### src/rtl/bicubic_operand_feeder.sv
// Operand feeder for the bicubic core: fetches P(-1..2) from the image ROM and
// builds the Q0.8 power vector {1, x, x^2, x^3} with a single shared multiplier.
module bicubic_operand_feeder #(
  parameter int IMG_W  = 32,
  parameter int IMG_H  = 32,
  parameter int ADDR_W = 14
) (
  input  logic                     clk,
  input  logic                     rst,
  input  logic                     req_valid,
  output logic                     req_ready,
  input  logic [$clog2(IMG_H)-1:0] req_row,
  input  logic [$clog2(IMG_W)-1:0] req_col,
  input  logic [7:0]               req_frac,
  output logic                     rom_rd,
  output logic [ADDR_W-1:0]        rom_addr,
  input  logic [7:0]               rom_data,
  output logic                     out_valid,
  input  logic                     out_ready,
  output logic [7:0]               p0,
  output logic [7:0]               p1,
  output logic [7:0]               p2,
  output logic [7:0]               p3,
  output logic [7:0]               xp0,
  output logic [7:0]               xp1,
  output logic [7:0]               xp2,
  output logic [7:0]               xp3
);

  typedef enum logic [1:0] {IDLE, FETCH, OUT} state_t;

  state_t                   state;
  logic [2:0]               k_reg;
  logic [$clog2(IMG_H)-1:0] row_reg;
  logic [$clog2(IMG_W)-1:0] col_reg;
  logic [7:0]               mult_a;
  logic [15:0]              mult_p;

  // Column math is done in int so col-1 at the left border cannot wrap.
  function automatic logic [ADDR_W-1:0] addr_of(input logic [$clog2(IMG_H)-1:0] row,
                                                input logic [$clog2(IMG_W)-1:0] col,
                                                input int                       k);
    int c;
    c = int'(col) - 1 + k;
    if (c < 0)
      c = 0;
    else if (c > IMG_W - 1)
      c = IMG_W - 1;
    return ADDR_W'(int'(row) * IMG_W + c);
  endfunction

  // k=0 squares the fraction, k=1 multiplies the square by it again.
  always_comb begin
    mult_a = (k_reg == 3'd0) ? xp1 : xp2;
  end

  assign mult_p = ({8'd0, mult_a} * {8'd0, xp1}) + 16'd128;

  always_ff @(posedge clk) begin
    if (rst) begin
      state     <= IDLE;
      k_reg     <= 3'd0;
      row_reg   <= '0;
      col_reg   <= '0;
      req_ready <= 1'b1;
      out_valid <= 1'b0;
      rom_rd    <= 1'b0;
      rom_addr  <= '0;
      p0        <= 8'd0;
      p1        <= 8'd0;
      p2        <= 8'd0;
      p3        <= 8'd0;
      xp0       <= 8'd0;
      xp1       <= 8'd0;
      xp2       <= 8'd0;
      xp3       <= 8'd0;
    end else begin
      case (state)
        IDLE: begin
          if (req_valid) begin
            row_reg   <= req_row;
            col_reg   <= req_col;
            xp0       <= 8'hFF;
            xp1       <= req_frac;
            k_reg     <= 3'd0;
            req_ready <= 1'b0;
            rom_rd    <= 1'b1;
            rom_addr  <= addr_of(req_row, req_col, 0);
            state     <= FETCH;
          end
        end
        FETCH: begin
          case (k_reg)
            3'd0: xp2 <= mult_p[15:8];
            3'd1: begin
              xp3 <= mult_p[15:8];
              p0  <= rom_data;
            end
            3'd2: p1 <= rom_data;
            3'd3: p2 <= rom_data;
            default: p3 <= rom_data;
          endcase
          if (k_reg < 3'd3)
            rom_addr <= addr_of(row_reg, col_reg, int'(k_reg) + 1);
          else
            rom_rd <= 1'b0;
          if (k_reg == 3'd4) begin
            out_valid <= 1'b1;
            state     <= OUT;
          end else begin
            k_reg <= k_reg + 3'd1;
          end
        end
        OUT: begin
          if (out_ready) begin
            out_valid <= 1'b0;
            req_ready <= 1'b1;
            state     <= IDLE;
          end
        end
        default: state <= IDLE;
      endcase
    end
  end

endmodule

### config.mk
export PLATFORM = sky130hd
export DESIGN_NAME = bicubic_operand_feeder
export DESIGN_NICKNAME = d
export VERILOG_FILES = /design/src/rtl/bicubic_operand_feeder.sv
export SDC_FILE = /design/constraint.sdc
export NUM_CORES = 1
export LEC_CHECK = 0
export CAP_MARGIN = 20
export CORE_MARGIN = 3
export CORE_UTILIZATION = 53
export DETAILED_ROUTE_END_ITERATION = 16
export HOLD_SLACK_MARGIN = 0.12
export PLACE_DENSITY_LB_ADDON = 0.12
export SLEW_MARGIN = 20
export SYNTH_ARGS = -nofsm -noshare
export SYNTH_HDL_FRONTEND = slang
export SYNTH_SLANG_ARGS = --single-unit
### constraint.sdc
create_clock -name clk -period 6.3 [get_ports clk]
set_input_delay 0.63 -clock clk [delete_from_list [all_inputs] [get_ports clk]]
set_output_delay 0.63 -clock clk [all_outputs]
set_load 0.005 [all_outputs]
Word level (Yosys, flattened, before mapping)

Index checks and enable logic that the tools add are counted.

Flip-flop bits (word level): 89
Input port bits: 30
Output and inout bits: 81
Logic and storage cells: 91

Add/sub/neg operators: 8
Multipliers: 1
Magnitude comparators: 5
Equal/unequal tests: 12
Mux-type cells: 30
Bitwise operators: 1
Reduce and logical (&&, ||, !) cells: 18

Operators by type and width:

| cell                                                | number |
|---|---|
| 2-to-1 mux 14 bit                                   | 12 |
| adder 11 x 14 -> 14 bit                             | 2 |
| one-hot mux 14 bit (2 select lines)                 | 1 |
| AND reduction 3 bit                                 | 6 |
| adder 16 x 8 -> 16 bit (second input constant)      | 1 |
| multiplier 8 x 8 -> 16 bit                          | 1 |
| != test 2 bit (second input constant)               | 6 |
| AND reduction 2 bit                                 | 6 |
| subtractor 5 x 1 -> 6 bit (second input constant)   | 2 |
| 2-to-1 mux 8 bit                                    | 1 |
| adder 6 x 5 -> 7 bit                                | 1 |
| > comparator 7 x 6 -> 1 bit (second input constant) | 1 |
| < comparator 7 x 1 -> 1 bit (second input constant) | 1 |
| == test 3 x 2 -> 1 bit (second input constant)      | 2 |
| > comparator 6 bit (second input constant)          | 1 |
| < comparator 6 x 1 -> 1 bit (second input constant) | 1 |
| 2-to-1 mux 1 bit                                    | 6 |
| 2-to-1 mux 2 bit                                    | 3 |
| 2-to-1 mux 3 bit                                    | 2 |
| one-hot mux 1 bit (2 select lines)                  | 3 |
| one-hot mux 2 bit (3 select lines)                  | 1 |
| one-hot mux 3 bit (2 select lines)                  | 1 |
| nonzero test 2 bit                                  | 3 |
| adder 3 x 1 -> 4 bit (second input constant)        | 1 |
| other kinds (10)                                    | 10 |

Depth between registers and ports, before layout

Gate-level depths: netlist (run 1).

Depth in word-level cells: 11
Gate-level depth with buffers: 22

Worst setup path before layout (run 1)

Ideal clock, no wire load.

Kind: register to register
From: register k_reg[0]
To: register xp2[7]
Arrival: 5.063 ns
Path slack: 1.105 ns
Stages on the path, launching flop included: 21
Buffers on the path: 2
Clock period less this slack: 5.195 ns
Path through: dfxtp_1 -> inv_1 -> ha_1 -> nor2b_1 -> buf_2 -> buf_2 -> mux2i_1 -> nor2b_1 -> fa_1 -> fa_1 -> fa_1 -> inv_1 -> fa_1 -> inv_1 -> ha_1 -> a21o_1 -> a21oi_1 -> a21bo_2 -> mux2_1 -> nand3_1 -> a21oi_1

Longest elaborated chain between the ends: 4
Elaborated cells on any way between the ends: 5
Those cells by class: add/sub (1); mul (1); mux (1); reduce/logical (2)

Ends and longest elaborated chain:

| item                       | RTL line | RTL |
|---|---|---|
| start: declaration         | 33       | `logic [2:0] k_reg;` |
| start signal: assignment   | 111      | `k_reg <= k_reg + 3'd1;` |
| zero test 3 bit *          | 54, 93   |  |
| 2-to-1 mux 8 bit           | 54       | `mult_a = (k_reg == 3'd0) ? xp1 : xp2;` |
| multiplier 8 x 8 -> 16 bit | 57       | `assign mult_p = ({8'd0, mult_a} * {8'd0, xp1}) + 16'd128;` |
| adder 16 x 8 -> 16 bit     | 57       |  |
| end signal: assignment     | 94       | `3'd0: xp2 <= mult_p[15:8];` |
| end: declaration           | 26       | `output logic [7:0] xp2,` |

Every way passes the cells marked *; elsewhere a longest branch is shown, timed or not.
A chain may end at the register's enable or synchronous reset.

Final worst setup path (run 1)

From: register k_reg[0]
To: register xp2[4]

Same word-level chain as after synthesis.

==> metrics, run 1 <==
outcome complete, no violations; pwr dens 192 mW/mm²; WL final 15.4 mm; Crit path buffers/inverters 4; Crit Path Max Fanout 18; RSZ-0062 raised after global routing no; switch share 31.4%; Startpoint Class flop; slew margin rel. 39.7%; async set or reset register ratio after synthesis 0%; synth unique cells 65; drt drc 0; core area 0.0109 mm²; most frequent cells in the layout nand2_1, clkdlybuf4s50_1, dfxtp_1; dpl cells 922; Min-Delay Path Depth 2; HP Start p0[4]; Crit Reg-Reg Startpoint k_reg[0]; clk_skew 10.9 ps; Fin. Hold Viols 0; # H-tree levels 3; worst vdd rail ir drop 120 µV; Crit Path Category flop to flop; First-pass DRT Iterations 5; EDFF count, synth 0; MaxCap Viol Count 0; most common cell after layout, fill and taps aside nand2_1; Via density 5.47; number of core rows 38; Critical Path End Type flop; P&R area growth vs syn 22.5%; number of diodes 0; measured slew at the worst slew-check pin 904 ps; Seq cells post-synth 86; Worst Reg2Reg Path Length in Cells 19; Mapped Avg Cell Area 8.43 µm²; clock-pin slew on the worst setup and hold paths 100 ps; Longest Clk Path Bufs 2; cts bufs inserted 9; max FFs per register 11; Post-CTS Setup Inserts 0; starting density of the core 54.6%; Synth Flop Type dfxtp_1; Fmax 0.177 GHz; synthesized cell area 0.00595 mm²; GR Util All Layers 24.9%; worst skew pair latency 360 ps; Setup WS post-layout 655 ps; 1st-iter DRT viols 234; Crit-path slowest cell fa_1; IO Port Bufs 107; Ys Warns 0; endpoints failing setup 0; Slew Limit Fails 0; DP Wirelength 11.6 mm; gr ovfl total 0; Switch Pwr 440 µW; Crit path largest cell delay 540 ps; hold buffers post-CTS 0; root buf cell clkbuf_8; Min Clock Period, post-route 5650 ps; Mapped Cells 706; Sequential Power Share 43.0%; Die ar. 0.0125 mm²; Most flops, register rom_addr; Comb power frac 24.7%; register area share after synthesis 28.9%; Die W 112 µm; Tcrit/Tclk final 89.6%; DRT antenna net count 0; pin count of the biggest net entering global routing 89; worst slack, placed 666 ps; routed len/inst 16.4 µm; initial antenna violation count 0; # resized after CTS 0; Final Net Count 909; HP Class flop to flop; cells along the critical path inv_1, ha_1, nor2b_1, buf_4, mux2i_1, nor2b_1, fa_1, fa_1, fa_1, inv_1, fa_1, inv_1, ha_1, a21o_1, and3_1, a2111oi_2, xnor2_1, nand2_1, a21oi_1; Die Span Y 112 µm; CTS sink count 86; share of cells above drive strength 1 5.89%; Setup TNS Final 0 ps; worst endpoint required time 6590 ps; I/O pins 111; P_int 960 µW; crit-path leading delay family adder cells; post-layout power 1.40 mW; global-route wire length before repair 25.3 mm; Hold EP p0[4]; fin cells 938; TritonCTS clock tree yes; clock share of power 32.3%; most used cell, CP fa_1; worst reg2reg setup slack 650 ps; leak pwr 3.13 nW; vias in the first global route 5231; Worst EP arrival 5930 ps; DR vias 5128; Final Wtd Congestion 0.892; FF-to-FF End xp2[4]
[cell usage after synthesis (all sizes together) (13+ instances only)]
cell type,count,area share [%]
o21ai,19,1.7
nor2,35,2.2
fa,36,12
clkbuf,21,1.3
dfxtp,86,29
nand2b,16,1.7
and2,13,1.4
nor2b,33,3.5
mux2i,15,2.5
a21oi,74,6.2
inv,54,3.4
ha,50,11
buf,20,2.1
nand2,131,8.4
[tightest hold or removal path: stages, from the launching register on]
cell,delay (ps)
dfxtp_1,320
nand2_1,50
a21oi_1,50
[metal layers]
layer  up-vias  global-route usage [%]  routed length, µm  share of wire [%]
li1       2487                       -                  -                  -
met1      2466                    29.5               6240                 40
met2       144                    44.6               7950                 52
met3        31                    5.60                789                5.1
met4         0                    8.41                441                2.9
met5         -                       0                  0                  0
[stage by stage]
stage / utilization [%] / hold WS (ps) / instance area (µm²)
final: 66.9 / 461 / 7290
after global routing: 66.9 / 479 / 7290
after CTS: 66.9 / 462 / 7280
after detailed placement: 64.8 / 448 / 7050
after global placement: 64.8 / 442 / 7050
after floorplan: - / 436 / 5960
[cell type report]
cell class	count	area [µm²]
clock buffers	9	124
clock inverters	7	108
fillers	919	3600
inverters	54	203
multi-input cells	529	3840
flip-flops and latches	86	1720
well taps	140	175
repair buffers	113	1110
[power by group through the flow]
| stage | Clock (mW) | Combinational (mW) | Sequential [mW] |
|---|---|---|---|
| after global routing | 0.480 | 0.386 | 0.606 |
| after detailed placement | 0 | 0.344 | 0.614 |
| after CTS | 0.462 | 0.347 | 0.602 |
| after global placement | 0 | 0.336 | 0.612 |
| after floorplan | 0 | 0.231 | 0.600 |
| final | 0.452 | 0.346 | 0.602 |
[worst max path at each step]
stage,start,end,slack [ps],cells after the start
floorplan,k_reg[0],xp2[7],1110,20
global route,k_reg[0],xp2[4],230,19
CTS,k_reg[0],xp2[4],650,19
global placement,k_reg[0],xp3[7],870,19
finish,k_reg[0],xp2[4],650,19
detailed placement,k_reg[0],xp2[4],670,19
[logic make-up after synthesis]
family          synth area share (%)
compound gates                  14.2
other cells                   0.0630
buf+inv                         6.81
mux                             3.28
flops                           28.9
xor+xnor                        2.63
simple gates                    21.5
fa+ha+maj                       22.6
Note: power is estimated with default switching activity, not from simulation.
==> inputs of run 2 (changes only) <==
--- a/config.mk
+++ b/config.mk
@@ -10,7 +10,7 @@
 export CORE_UTILIZATION = 53
 export DETAILED_ROUTE_END_ITERATION = 16
 export HOLD_SLACK_MARGIN = 0.12
-export PLACE_DENSITY_LB_ADDON = 0.12
+export PLACE_DENSITY_LB_ADDON = 0.1
 export SLEW_MARGIN = 20
 export SYNTH_ARGS = -nofsm -noshare
 export SYNTH_HDL_FRONTEND = slang
==> run 2 against run 1 <==
Die area did not move. Clock power shrank 5.5%. Clock skew shrank 4.1 ps. Critical path depth unchanged. Via count is 1.3% lower. Critical endpoint is now xp3[4]. Core utilization shrank 0.17 points. Worst setup slack worse by 100 ps. Total power shrank 1.8%. Sequential power about the same. Hold slack improved by 0.59 ps.
==> metrics, run 2 (synthesized netlist as in run 1, its figures left out) <==
share of cells above drive strength 1 5.65%; Die Span Y 112 µm; worst slack, placed 576 ps; Min Clock Period, post-route 5750 ps; Crit Path Max Fanout 18; worst skew pair latency 350 ps; clock-pin slew on the worst setup and hold paths 90 ps; starting density of the core 54.6%; # resized after CTS 0; HP Class flop to flop; DR vias 5060; global-route wire length before repair 24.9 mm; DP Wirelength 11.3 mm; post-layout power 1.37 mW; Setup crit start k_reg[0]; Longest Clk Path Bufs 2; Final Wtd Congestion 0.926; outcome complete, no violations; P&R area growth vs syn 22.2%; Comb power frac 25.2%; 1st-iter DRT viols 329; Startpoint Class flop; Die ar. 0.0125 mm²; worst vdd rail ir drop 177 µV; switch share 30.5%; WL final 14.8 mm; Fin. Hold Viols 0; TritonCTS clock tree yes; vias in the first global route 5133; gr ovfl total 0; max FFs per register 11; Switch Pwr 419 µW; endpoints failing setup 0; GR Util All Layers 24.3%; initial antenna violation count 0; Critical Path End Type flop; MaxCap Viol Count 0; layout filler cell count 933; leak pwr 3.11 nW; # H-tree levels 3; Setup TNS Final 0 ps; DRT antenna net count 0; routed len/inst 15.8 µm; IO Port Bufs 107; Post-CTS Setup Inserts 0; most frequent cells in the layout nand2_1, clkdlybuf4s50_1, dfxtp_1; measured slew at the worst slew-check pin 895 ps; Final Net Count 908; hold buffers post-CTS 0; worst endpoint required time 6580 ps; I/O pins 111; Crit Reg-Reg Startpoint k_reg[0]; Fmax 0.174 GHz; area post-placement 0.00705 mm²; clock share of power 31.0%; Via density 5.40; Crit Path Category flop to flop; slew margin rel. 40.3%; CTS sink count 86; Slew Limit Fails 0; P_int 955 µW; number of diodes 0; drt drc 0; HP Start p2[0]; core area 0.0109 mm²; pin count of the biggest net entering global routing 89; Most flops, register rom_addr; First-pass DRT Iterations 7; Worst EP arrival 6030 ps; most common cell after layout, fill and taps aside nand2_1; RSZ-0062 raised after global routing no; pwr dens 189 mW/mm²; Sequential Power Share 43.7%; number of core rows 38; cts bufs inserted 9; final hold slack 461 ps; Die W 112 µm; Tcrit/Tclk final 91.3%; fin area 0.00727 mm²; root buf cell clkbuf_8; clk_skew 6.81 ps; Setup WS post-layout 551 ps
## run 2: changes by cell type in the layout (fill, tap and decap cells not counted)
cell / previous run / this run
buf_4: 6 / 5
clkinvlp_4: 0 / 1
nor2_1: 34 / 35
nor2_2: 1 / 0
clkinv_4: 2 / 3
clkinv_8: 1 / 0
inv_6: 1 / 0
## run 2: layout make-up
type                       instances  area [µm²]  area share, %
clock buffer                       9         124           1.70
sequential                        86        1720           23.7
timing repair buffer             112        1100           15.2
inverter                          54         203           2.79
multi-input combinational        529        3840           52.9
clock inverter                     7        98.8           1.36
tap                              140         175           2.41
## run 2: path summary, 6_finish.rpt
kind	to	slack [ps]	cells after the start
setup / recovery	xp3[4]	550	19
setup reg to reg	xp3[4]	550	19
hold reg to reg	p2[0]	460	2
hold / removal	p2[0]	460	2
## run 2: worst max-delay path, stage by stage, from the launching register on
cell	delay, ps
dfxtp_1	360
inv_1	140
ha_1	220
nor2b_1	140
buf_4	260
mux2i_1	640
nor2b_1	160
fa_1	500
fa_1	520
fa_1	570
inv_1	60
fa_1	530
inv_1	40
ha_1	350
a21o_1	220
and3_1	200
a2111oi_2	360
xnor2_1	190
nand2_1	80
a21oi_1	140
## run 2: metrics by stage
| step | utilization [%] | cells |
|---|---|---|
| after CTS | 66.8 | 937 |
| after global placement | 64.7 | 921 |
| after floorplan | - | 710 |
| after detailed placement | 64.7 | 921 |
| after global routing | 66.8 | 937 |
| final | 66.8 | 937 |
## run 2: routing by layer
metal  global-route usage [%]  part of all wire [%]  up-vias
met4                     6.57                   1.2        0
met5                        0                     0        -
li1                         -                     -     2494
met1                     28.8                    42     2440
met3                     4.62                   4.7       15
met2                     44.8                    53      111
## run 2: power groups by stage
stage	Sequential [mW]	Clock (mW)	Combinational [mW]
after global placement	0.612	0	0.335
after CTS	0.601	0.436	0.347
final	0.601	0.427	0.347
after floorplan	0.600	0	0.231
after global routing	0.606	0.461	0.386
after detailed placement	0.614	0	0.344
